<file path="src/rtl/edit_mem_buf_linker_pkg.sv">
// Shared definitions for the edit-memory buffer linker.
//   - Default widths for buffer pointers, port ids and per-packet buffer counts.
//   - Link FSM state encoding.
//   - Packet completion record layout {port_id, nbufs, tail, head} used by the
//     descriptor FIFO that consumes the linker's pkt_done stream.
package edit_mem_buf_linker_pkg;

  localparam int EM_BUF_PTR_NBITS     = 10;
  localparam int PORT_ID_NBITS        = 4;
  localparam int PD_CHUNK_DEPTH_NBITS = 6;

  typedef enum logic {
    IDLE   = 1'b0,
    IN_PKT = 1'b1
  } link_state_e;

  // Descriptor FIFO word, head in the least significant bits.
  typedef struct packed {
    logic [PORT_ID_NBITS-1:0]        port_id;
    logic [PD_CHUNK_DEPTH_NBITS-1:0] nbufs;
    logic [EM_BUF_PTR_NBITS-1:0]     tail;
    logic [EM_BUF_PTR_NBITS-1:0]     head;
  } pkt_rec_t;

  // Record width for non-default parameterisations of the linker.
  function automatic int pkt_rec_nbits(int bptr_nbits, int len_nbits, int id_nbits);
    return id_nbits + len_nbits + 2 * bptr_nbits;
  endfunction

endpackage

</file>
<file path="src/rtl/em_ptr_prefetch.sv">
// Free-list pointer prefetch register.
// Holds one pointer popped from a first-word-fall-through free-list FIFO so a
// consumer can take a pointer every cycle while the free list is non-empty.
// Ports:
//   clk, rst_n     clock, synchronous active-low reset
//   fl_ptr_valid   free list not empty
//   fl_ptr         free-list head
//   fl_rd          pop free list
//   take           consumer takes pf_ptr this cycle (only meaningful with pf_valid)
//   pf_valid       a prefetched pointer is available
//   pf_ptr         the prefetched pointer
module em_ptr_prefetch
  import edit_mem_buf_linker_pkg::*;
#(
  parameter int BPTR_NBITS = EM_BUF_PTR_NBITS
) (
  input  logic                  clk,
  input  logic                  rst_n,
  input  logic                  fl_ptr_valid,
  input  logic [BPTR_NBITS-1:0] fl_ptr,
  output logic                  fl_rd,
  input  logic                  take,
  output logic                  pf_valid,
  output logic [BPTR_NBITS-1:0] pf_ptr
);

  logic                  pf_valid_q, pf_valid_d;
  logic [BPTR_NBITS-1:0] pf_ptr_q, pf_ptr_d;

  always_comb begin
    // Never pop while in reset: the popped pointer would be lost when the
    // register clears.
    fl_rd      = rst_n & fl_ptr_valid & (~pf_valid_q | take);
    pf_valid_d = pf_valid_q;
    pf_ptr_d   = pf_ptr_q;
    if (fl_rd) begin
      pf_valid_d = 1'b1;
      pf_ptr_d   = fl_ptr;
    end else if (take) begin
      pf_valid_d = 1'b0;
    end
  end

  // NOTE: sequential state uses non-blocking assignments so every flop samples
  // pre-edge values regardless of block evaluation order.
  always_ff @(posedge clk) begin
    if (!rst_n) pf_valid_q <= 1'b0;
    else        pf_valid_q <= pf_valid_d;
  end

  // NOTE: pure datapath registers carry no reset; they are qualified by a
  // valid flag, and leaving them unreset keeps the reset tree small.
  always_ff @(posedge clk) begin
    pf_ptr_q <= pf_ptr_d;
  end

  assign pf_valid = pf_valid_q;
  assign pf_ptr   = pf_ptr_q;

endmodule

</file>
<file path="src/rtl/edit_mem_buf_linker.sv">
// Write-side linker for the edit-memory buffer linked list.
// Assigns a free buffer to each incoming chunk, emits link writes chaining the
// buffers of a packet, and reports one completion record per packet.
// All outputs except wr_ready/wr_buf_ptr/fl_rd are registered, one cycle after
// the accepting clock edge.
// Ports:
//   clk, rst_n                      clock, synchronous active-low reset
//   wr_valid/sop/eop/port_id        chunk stream in; wr_ready/wr_buf_ptr out
//   fl_ptr_valid/fl_ptr/fl_rd       free-list FIFO (first-word-fall-through)
//   enq_buf_valid/ptr_cur/ptr_nxt   link write cur -> nxt
//   pkt_done_valid/head/tail/nbufs/port_id/abort   packet record
//   err_cnt                         saturating count of orphan chunks dropped
module edit_mem_buf_linker
  import edit_mem_buf_linker_pkg::*;
#(
  parameter int BPTR_NBITS = EM_BUF_PTR_NBITS,
  parameter int ID_NBITS   = PORT_ID_NBITS,
  parameter int LEN_NBITS  = PD_CHUNK_DEPTH_NBITS
) (
  input  logic                  clk,
  input  logic                  rst_n,
  input  logic                  wr_valid,
  input  logic                  wr_sop,
  input  logic                  wr_eop,
  input  logic [ID_NBITS-1:0]   wr_port_id,
  output logic                  wr_ready,
  output logic [BPTR_NBITS-1:0] wr_buf_ptr,
  input  logic                  fl_ptr_valid,
  input  logic [BPTR_NBITS-1:0] fl_ptr,
  output logic                  fl_rd,
  output logic                  enq_buf_valid,
  output logic [BPTR_NBITS-1:0] enq_buf_ptr_cur,
  output logic [BPTR_NBITS-1:0] enq_buf_ptr_nxt,
  output logic                  pkt_done_valid,
  output logic [BPTR_NBITS-1:0] pkt_head_ptr,
  output logic [BPTR_NBITS-1:0] pkt_tail_ptr,
  output logic [LEN_NBITS-1:0]  pkt_nbufs,
  output logic [ID_NBITS-1:0]   pkt_port_id,
  output logic                  pkt_abort,
  output logic [15:0]           err_cnt
);

  localparam logic [LEN_NBITS-1:0] NBUFS_ONE = LEN_NBITS'(1);

  logic                  pf_valid, accept;
  logic [BPTR_NBITS-1:0] pf_ptr;

  em_ptr_prefetch #(.BPTR_NBITS(BPTR_NBITS)) u_prefetch (
    .clk          (clk),
    .rst_n        (rst_n),
    .fl_ptr_valid (fl_ptr_valid),
    .fl_ptr       (fl_ptr),
    .fl_rd        (fl_rd),
    .take         (accept),
    .pf_valid     (pf_valid),
    .pf_ptr       (pf_ptr)
  );

  assign wr_ready   = pf_valid;
  assign wr_buf_ptr = pf_ptr;
  assign accept     = wr_valid & pf_valid;

  // Open-packet context.
  link_state_e           state_q, state_d;
  logic [BPTR_NBITS-1:0] head_q, head_d, last_q, last_d;
  logic [LEN_NBITS-1:0]  nbufs_q, nbufs_d, nbufs_inc;
  logic [ID_NBITS-1:0]   port_q, port_d;
  logic [15:0]           err_cnt_q, err_cnt_d, err_cnt_inc;

  // Registered outputs.
  logic                  enq_valid_q, enq_valid_d;
  logic [BPTR_NBITS-1:0] enq_cur_q, enq_cur_d, enq_nxt_q, enq_nxt_d;
  logic                  done_valid_q, done_valid_d, abort_q, abort_d;
  logic [BPTR_NBITS-1:0] done_head_q, done_head_d, done_tail_q, done_tail_d;
  logic [LEN_NBITS-1:0]  done_nbufs_q, done_nbufs_d;
  logic [ID_NBITS-1:0]   done_port_q, done_port_d;
  logic                  start_pkt;

  assign nbufs_inc   = (&nbufs_q) ? nbufs_q : nbufs_q + NBUFS_ONE;
  assign err_cnt_inc = (&err_cnt_q) ? err_cnt_q : err_cnt_q + 16'd1;

  // NOTE: every always_comb target gets a default first so no path leaves it
  // unassigned, which would otherwise infer a latch.
  always_comb begin
    state_d      = state_q;
    head_d       = head_q;
    last_d       = last_q;
    nbufs_d      = nbufs_q;
    port_d       = port_q;
    err_cnt_d    = err_cnt_q;
    enq_valid_d  = 1'b0;
    enq_cur_d    = enq_cur_q;
    enq_nxt_d    = enq_nxt_q;
    done_valid_d = 1'b0;
    abort_d      = 1'b0;
    done_head_d  = done_head_q;
    done_tail_d  = done_tail_q;
    done_nbufs_d = done_nbufs_q;
    done_port_d  = done_port_q;
    start_pkt    = 1'b0;

    if (accept) begin
      case (state_q)
        IDLE: begin
          if (wr_sop && wr_eop) begin
            done_valid_d = 1'b1;
            done_head_d  = pf_ptr;
            done_tail_d  = pf_ptr;
            done_nbufs_d = NBUFS_ONE;
            done_port_d  = wr_port_id;
          end else if (wr_sop) begin
            start_pkt = 1'b1;
          end else begin
            // Orphan chunk: its buffer is consumed and left for software.
            err_cnt_d = err_cnt_inc;
          end
        end
        IN_PKT: begin
          if (wr_sop) begin
            // Close the truncated packet; the new buffer is not chained to it.
            done_valid_d = 1'b1;
            abort_d      = 1'b1;
            done_head_d  = head_q;
            done_tail_d  = last_q;
            done_nbufs_d = nbufs_q;
            done_port_d  = port_q;
            if (wr_eop) begin
              // The record slot is taken by the abort, so a single-buffer
              // packet arriving here is dropped like an orphan.
              state_d   = IDLE;
              err_cnt_d = err_cnt_inc;
            end else begin
              start_pkt = 1'b1;
            end
          end else begin
            enq_valid_d = 1'b1;
            enq_cur_d   = last_q;
            enq_nxt_d   = pf_ptr;
            last_d      = pf_ptr;
            nbufs_d     = nbufs_inc;
            if (wr_eop) begin
              done_valid_d = 1'b1;
              done_head_d  = head_q;
              done_tail_d  = pf_ptr;
              done_nbufs_d = nbufs_inc;
              done_port_d  = port_q;
              state_d      = IDLE;
            end
          end
        end
        default: state_d = IDLE;
      endcase
    end

    if (start_pkt) begin
      state_d = IN_PKT;
      head_d  = pf_ptr;
      last_d  = pf_ptr;
      nbufs_d = NBUFS_ONE;
      port_d  = wr_port_id;
    end
  end

  always_ff @(posedge clk) begin
    if (!rst_n) begin
      state_q      <= IDLE;
      err_cnt_q    <= '0;
      enq_valid_q  <= 1'b0;
      done_valid_q <= 1'b0;
      abort_q      <= 1'b0;
    end else begin
      state_q      <= state_d;
      err_cnt_q    <= err_cnt_d;
      enq_valid_q  <= enq_valid_d;
      done_valid_q <= done_valid_d;
      abort_q      <= abort_d;
    end
  end

  always_ff @(posedge clk) begin
    head_q       <= head_d;
    last_q       <= last_d;
    nbufs_q      <= nbufs_d;
    port_q       <= port_d;
    enq_cur_q    <= enq_cur_d;
    enq_nxt_q    <= enq_nxt_d;
    done_head_q  <= done_head_d;
    done_tail_q  <= done_tail_d;
    done_nbufs_q <= done_nbufs_d;
    done_port_q  <= done_port_d;
  end

  assign enq_buf_valid   = enq_valid_q;
  assign enq_buf_ptr_cur = enq_cur_q;
  assign enq_buf_ptr_nxt = enq_nxt_q;
  assign pkt_done_valid  = done_valid_q;
  assign pkt_head_ptr    = done_head_q;
  assign pkt_tail_ptr    = done_tail_q;
  assign pkt_nbufs       = done_nbufs_q;
  assign pkt_port_id     = done_port_q;
  assign pkt_abort       = abort_q;
  assign err_cnt         = err_cnt_q;

endmodule

</file>
<file path="config.mk">
export PLATFORM = sky130hd
export DESIGN_NAME = edit_mem_buf_linker
export DESIGN_NICKNAME = d
export VERILOG_FILES = /design/src/rtl/edit_mem_buf_linker_pkg.sv /design/src/rtl/em_ptr_prefetch.sv /design/src/rtl/edit_mem_buf_linker.sv
export SDC_FILE = /design/constraint.sdc
export NUM_CORES = 1
export LEC_CHECK = 0
export CAP_MARGIN = 20
export CORE_MARGIN = 4
export CORE_UTILIZATION = 49
export CTS_CLUSTER_DIAMETER = 60
export DETAILED_ROUTE_END_ITERATION = 6
export GPL_TIMING_DRIVEN = 0
export PLACE_DENSITY = 0.88
export SLEW_MARGIN = 5
export SYNTH_ARGS = -nofsm -noshare
export SYNTH_HDL_FRONTEND = slang
export SYNTH_SLANG_ARGS = --single-unit
</file>
<file path="constraint.sdc">
create_clock -name clk -period 3.3 [get_ports clk]
set_input_delay 0.495 -clock clk [delete_from_list [all_inputs] [get_ports clk]]
set_output_delay 0.495 -clock clk [all_outputs]
set_load 0.03 [all_outputs]
</file>
==> summary.md <==
| Metric | Value |
|---|---|
| WL final | `between 9 and 10 mm` |
| Vias in the first global route | `2776` |
| Io pins | `101` |
| Clock Path Buffers | `2` |
| H-tree Lvls | `3` |
| Area of the multi-input gates | `1147 um2` |
| Initial antenna violation count | `0` |
| CP Capture Type | `primary output` |
| Clk Latency, worst-skew pair | `0.37 ns` |
| Slowest cell on the critical path | `clkdlybuf4s50_1` |
| Headroom to the max-slew limit | `32.22%` |
| Num CTS Buffers | `9` |
| Filler instances | `approximately 590` |
| Fin crit share | `a little over 90%` |
| WS Path Type | `in2out` |
| Delay-heaviest family, CP | `buffers and inverters` |
| Dpl cells | `497` |
| Number of buffers and inverters on the critical path | `2` |
| Tmin final | `3.046 ns` |
| Area Growth Syn to Fin | `32.71%` |
| Ys flop type | `edfxtp_1` |
| DRT iter0 DRCs | `157` |
| CTS clk-pin slew, worst paths | `0.10 ns` |
| Die width | `101.5 um` |
| IO buf count | `100` |
| RSZ-0062 raised after global routing | `false` |
| DRC viols | `0` |
| Post-synth top area cell | `edfxtp_1` |
| Worst-Margin Slew | `1.016 ns` |
| Fraction of layout cells with a size suffix above 1 | `between 10% and 20%` |
| 1st-pass router iterations | `5` |
| Routed wire per std cell | `17.69 um` |
| Top post-synthesis cells by count | `edfxtp_1 (84), dfxtp_1 (27), mux2_2 (24), a21oi_1 (20), o31ai_1 (13)` |
| Max-Cap Viols | `0` |
| # diodes | `0` |
| Routed via count | `about 2900` |
| Die Y | `101.5 um` |
| Vias/cell | `5.655` |
| Grt ovf | `0` |
| Critical path peak fanout | `11` |
| Syn. warnings | `0` |
| Top cells by area, synth | `edfxtp_1 (59%), dfxtp_1 (13%), mux2_2 (6.3%)` |
| Final hold vios | `0` |
| FF/Latch Area | `~3000 um2` |
| Nets | `425` |
| GRT Util Overall | `between 10% and 20%` |
| Synth Register Bits | `111` |
| Clk sinks | `111` |
| Hold buffer count at CTS | `0` |
| Async S/R FF share, synth | `0%` |
| CP Launch Type | `primary input` |
| Root buf cell | `clkbuf_8` |
| Synthesized cell area | `between 4000 and 5000 um2` |
| Most common cell in the synthesized netlist | `edfxtp_1` |
| CTS tree | `yes` |
| Post-synthesis cell type count | `51` |
| Outcome | `finished clean` |
| Largest net degree at the start of global routing | `27` |
| Rows | `33` |
| Post-CTS setup repair buffer count | `0` |
| Max-slew violations | `0` |
| Pwr dens | `446.7 nW/um2` |
| # setup viols final | `0` |
| Yosys top cell area share | `a little under 60%` |
| Post-CTS Resized | `0` |
| Crit path DAT | `approximately 2.6 ns` |
| Clk_skew | `0.01277 ns` |
| Leak | `1.818 nW` |
| Max Clk Rate | `around 330 MHz` |
| Number of enable flip-flop cells after synthesis | `84` |
| WHS | `0.4573 ns` |
| Worst path cell trace | `clkdlybuf4s50_1, nand2b_1, and3_1, clkdlybuf4s50_1` |
| First-pass GRT wire length | `14.43 mm` |
| DIE AREA | `10300 um2` |
| Antenna-violating nets left | `0` |
| GP Congestion | `a little over 0.9` |
| Worst path max stage delay | `0.80 ns` |
| Most frequent CP cell | `clkdlybuf4s50_1` |
| Finished Layout Cells | `513` |
| WP data required | `about 2.8 ns` |
| Avg Inst Size Synth | `about 15 um2` |
| Starting density of the core | `approximately 51%` |
| Mapped Nets | `slightly above 300` |
| HPWL after detailed placement | `6.378 mm` |
| Post-synthesis cell count | `289` |
| VDD IR max | `0.2471 mV` |
| Seq/Total Area, Yosys | `slightly above 70%` |
| Core Area | `~8300 um2` |
| Hold WC Path Type | `reg2reg` |
## power breakdown
| part | internal [W] | leakage, nW | switching (W) |
|---|---|---|---|
| Clock | 0.000364 | 0.0994 | 0.000468 |
| Combinational | 0.0000802 | 0.735 | 0.0000828 |
| Sequential | 0.00152 | 0.983 | 0.0000225 |
| Total | 0.00197 | 1.82 | 0.000573 |
## state kept, by name (all words and copies together) (netlist names)
register             count
enq_buf_ptr_nxt         10
pkt_done_valid           1
last_q                  10
u_prefetch.pf_ptr       10
enq_buf_valid            1
head_q                  10
u_prefetch.pf_valid      1
state_q                  1
err_cnt                 16
enq_buf_ptr_cur         10
nbufs_q                  6
pkt_port_id              4
pkt_head_ptr            10
pkt_abort                1
port_q                   4
pkt_nbufs                6
pkt_tail_ptr            10
## final cells by class
class	count	area share (%)
clock inverter	6	1.320
clock buffer	10	2.245
tap	105	2.311
sequential	111	53.87
inverter	7	0.4621
buffer	13	1.122
timing repair buffer	103	18.49
multi-input combinational	158	20.18
## worst paths after layout
kind	end	depth (start not counted)	slack (ns)	startpoint
worst max register to register	nbufs_q[4]$_SDFFE_PP0P_	5	1.21	u_prefetch.pf_valid$_SDFFE_PN0P_
worst min register to register	enq_buf_ptr_cur[4]$_DFFE_PP_	0	0.46	last_q[4]$_DFFE_PP_
worst max-delay path	fl_rd	4	0.25	wr_valid
worst min-delay path	enq_buf_ptr_cur[4]$_DFFE_PP_	0	0.46	last_q[4]$_DFFE_PP_
## stage by stage
step	util [%]	TNS (ns)	cell area [um2]	setup WS (ns)	power, W
after floorplan	-	0	4284	0.4244	0.001662
after global placement	64.94	-33.70	5416	-1.066	0.001730
after detailed placement	65.74	0	5483	0.2279	0.001740
after CTS	68.17	0	5685	0.2301	0.002546
after global routing	68.17	0	5685	0.1683	0.002629
final	68.17	0	5685	0.2536	0.002540
## layer usage
layer,vias up,GRT usage [%],wire [um]
met2,146,29.33,4373
met3,11,4.339,797
li1,1365,-,-
met5,-,0,0
met4,0,6.033,116
met1,1379,24.82,3787
## kinds of logic after synthesis
family | count (synthesis) | synth area share [%]
DFF | 111 | 71.50
and+or+nand+nor | 66 | 9.229
AOI/OAI and AO/OA | 63 | 9.609
muxes | 26 | 6.776
buffers and inverters | 20 | 2.103
adders and majority gates | 2 | 0.5840
xor gates and xnor gates | 1 | 0.2045
## cells in the final DEF (no fill, tap or decap), types with 3 or more instances in the layout
cell type / n
a21oi_1: 19
a31oi_1: 3
and3_1: 4
buf_2: 3
buf_6: 3
clkbuf_1: 9
clkbuf_8: 9
clkdlybuf4s50_1: 100
dfxtp_1: 27
edfxtp_1: 84
inv_1: 6
mux2_2: 24
nand2_1: 11
nand3_1: 7
nand4_1: 6
nor2_1: 6
o21ai_0: 11
o31ai_1: 13
or4_1: 12
No activity file was read; power rests on OpenSTA's default activity.
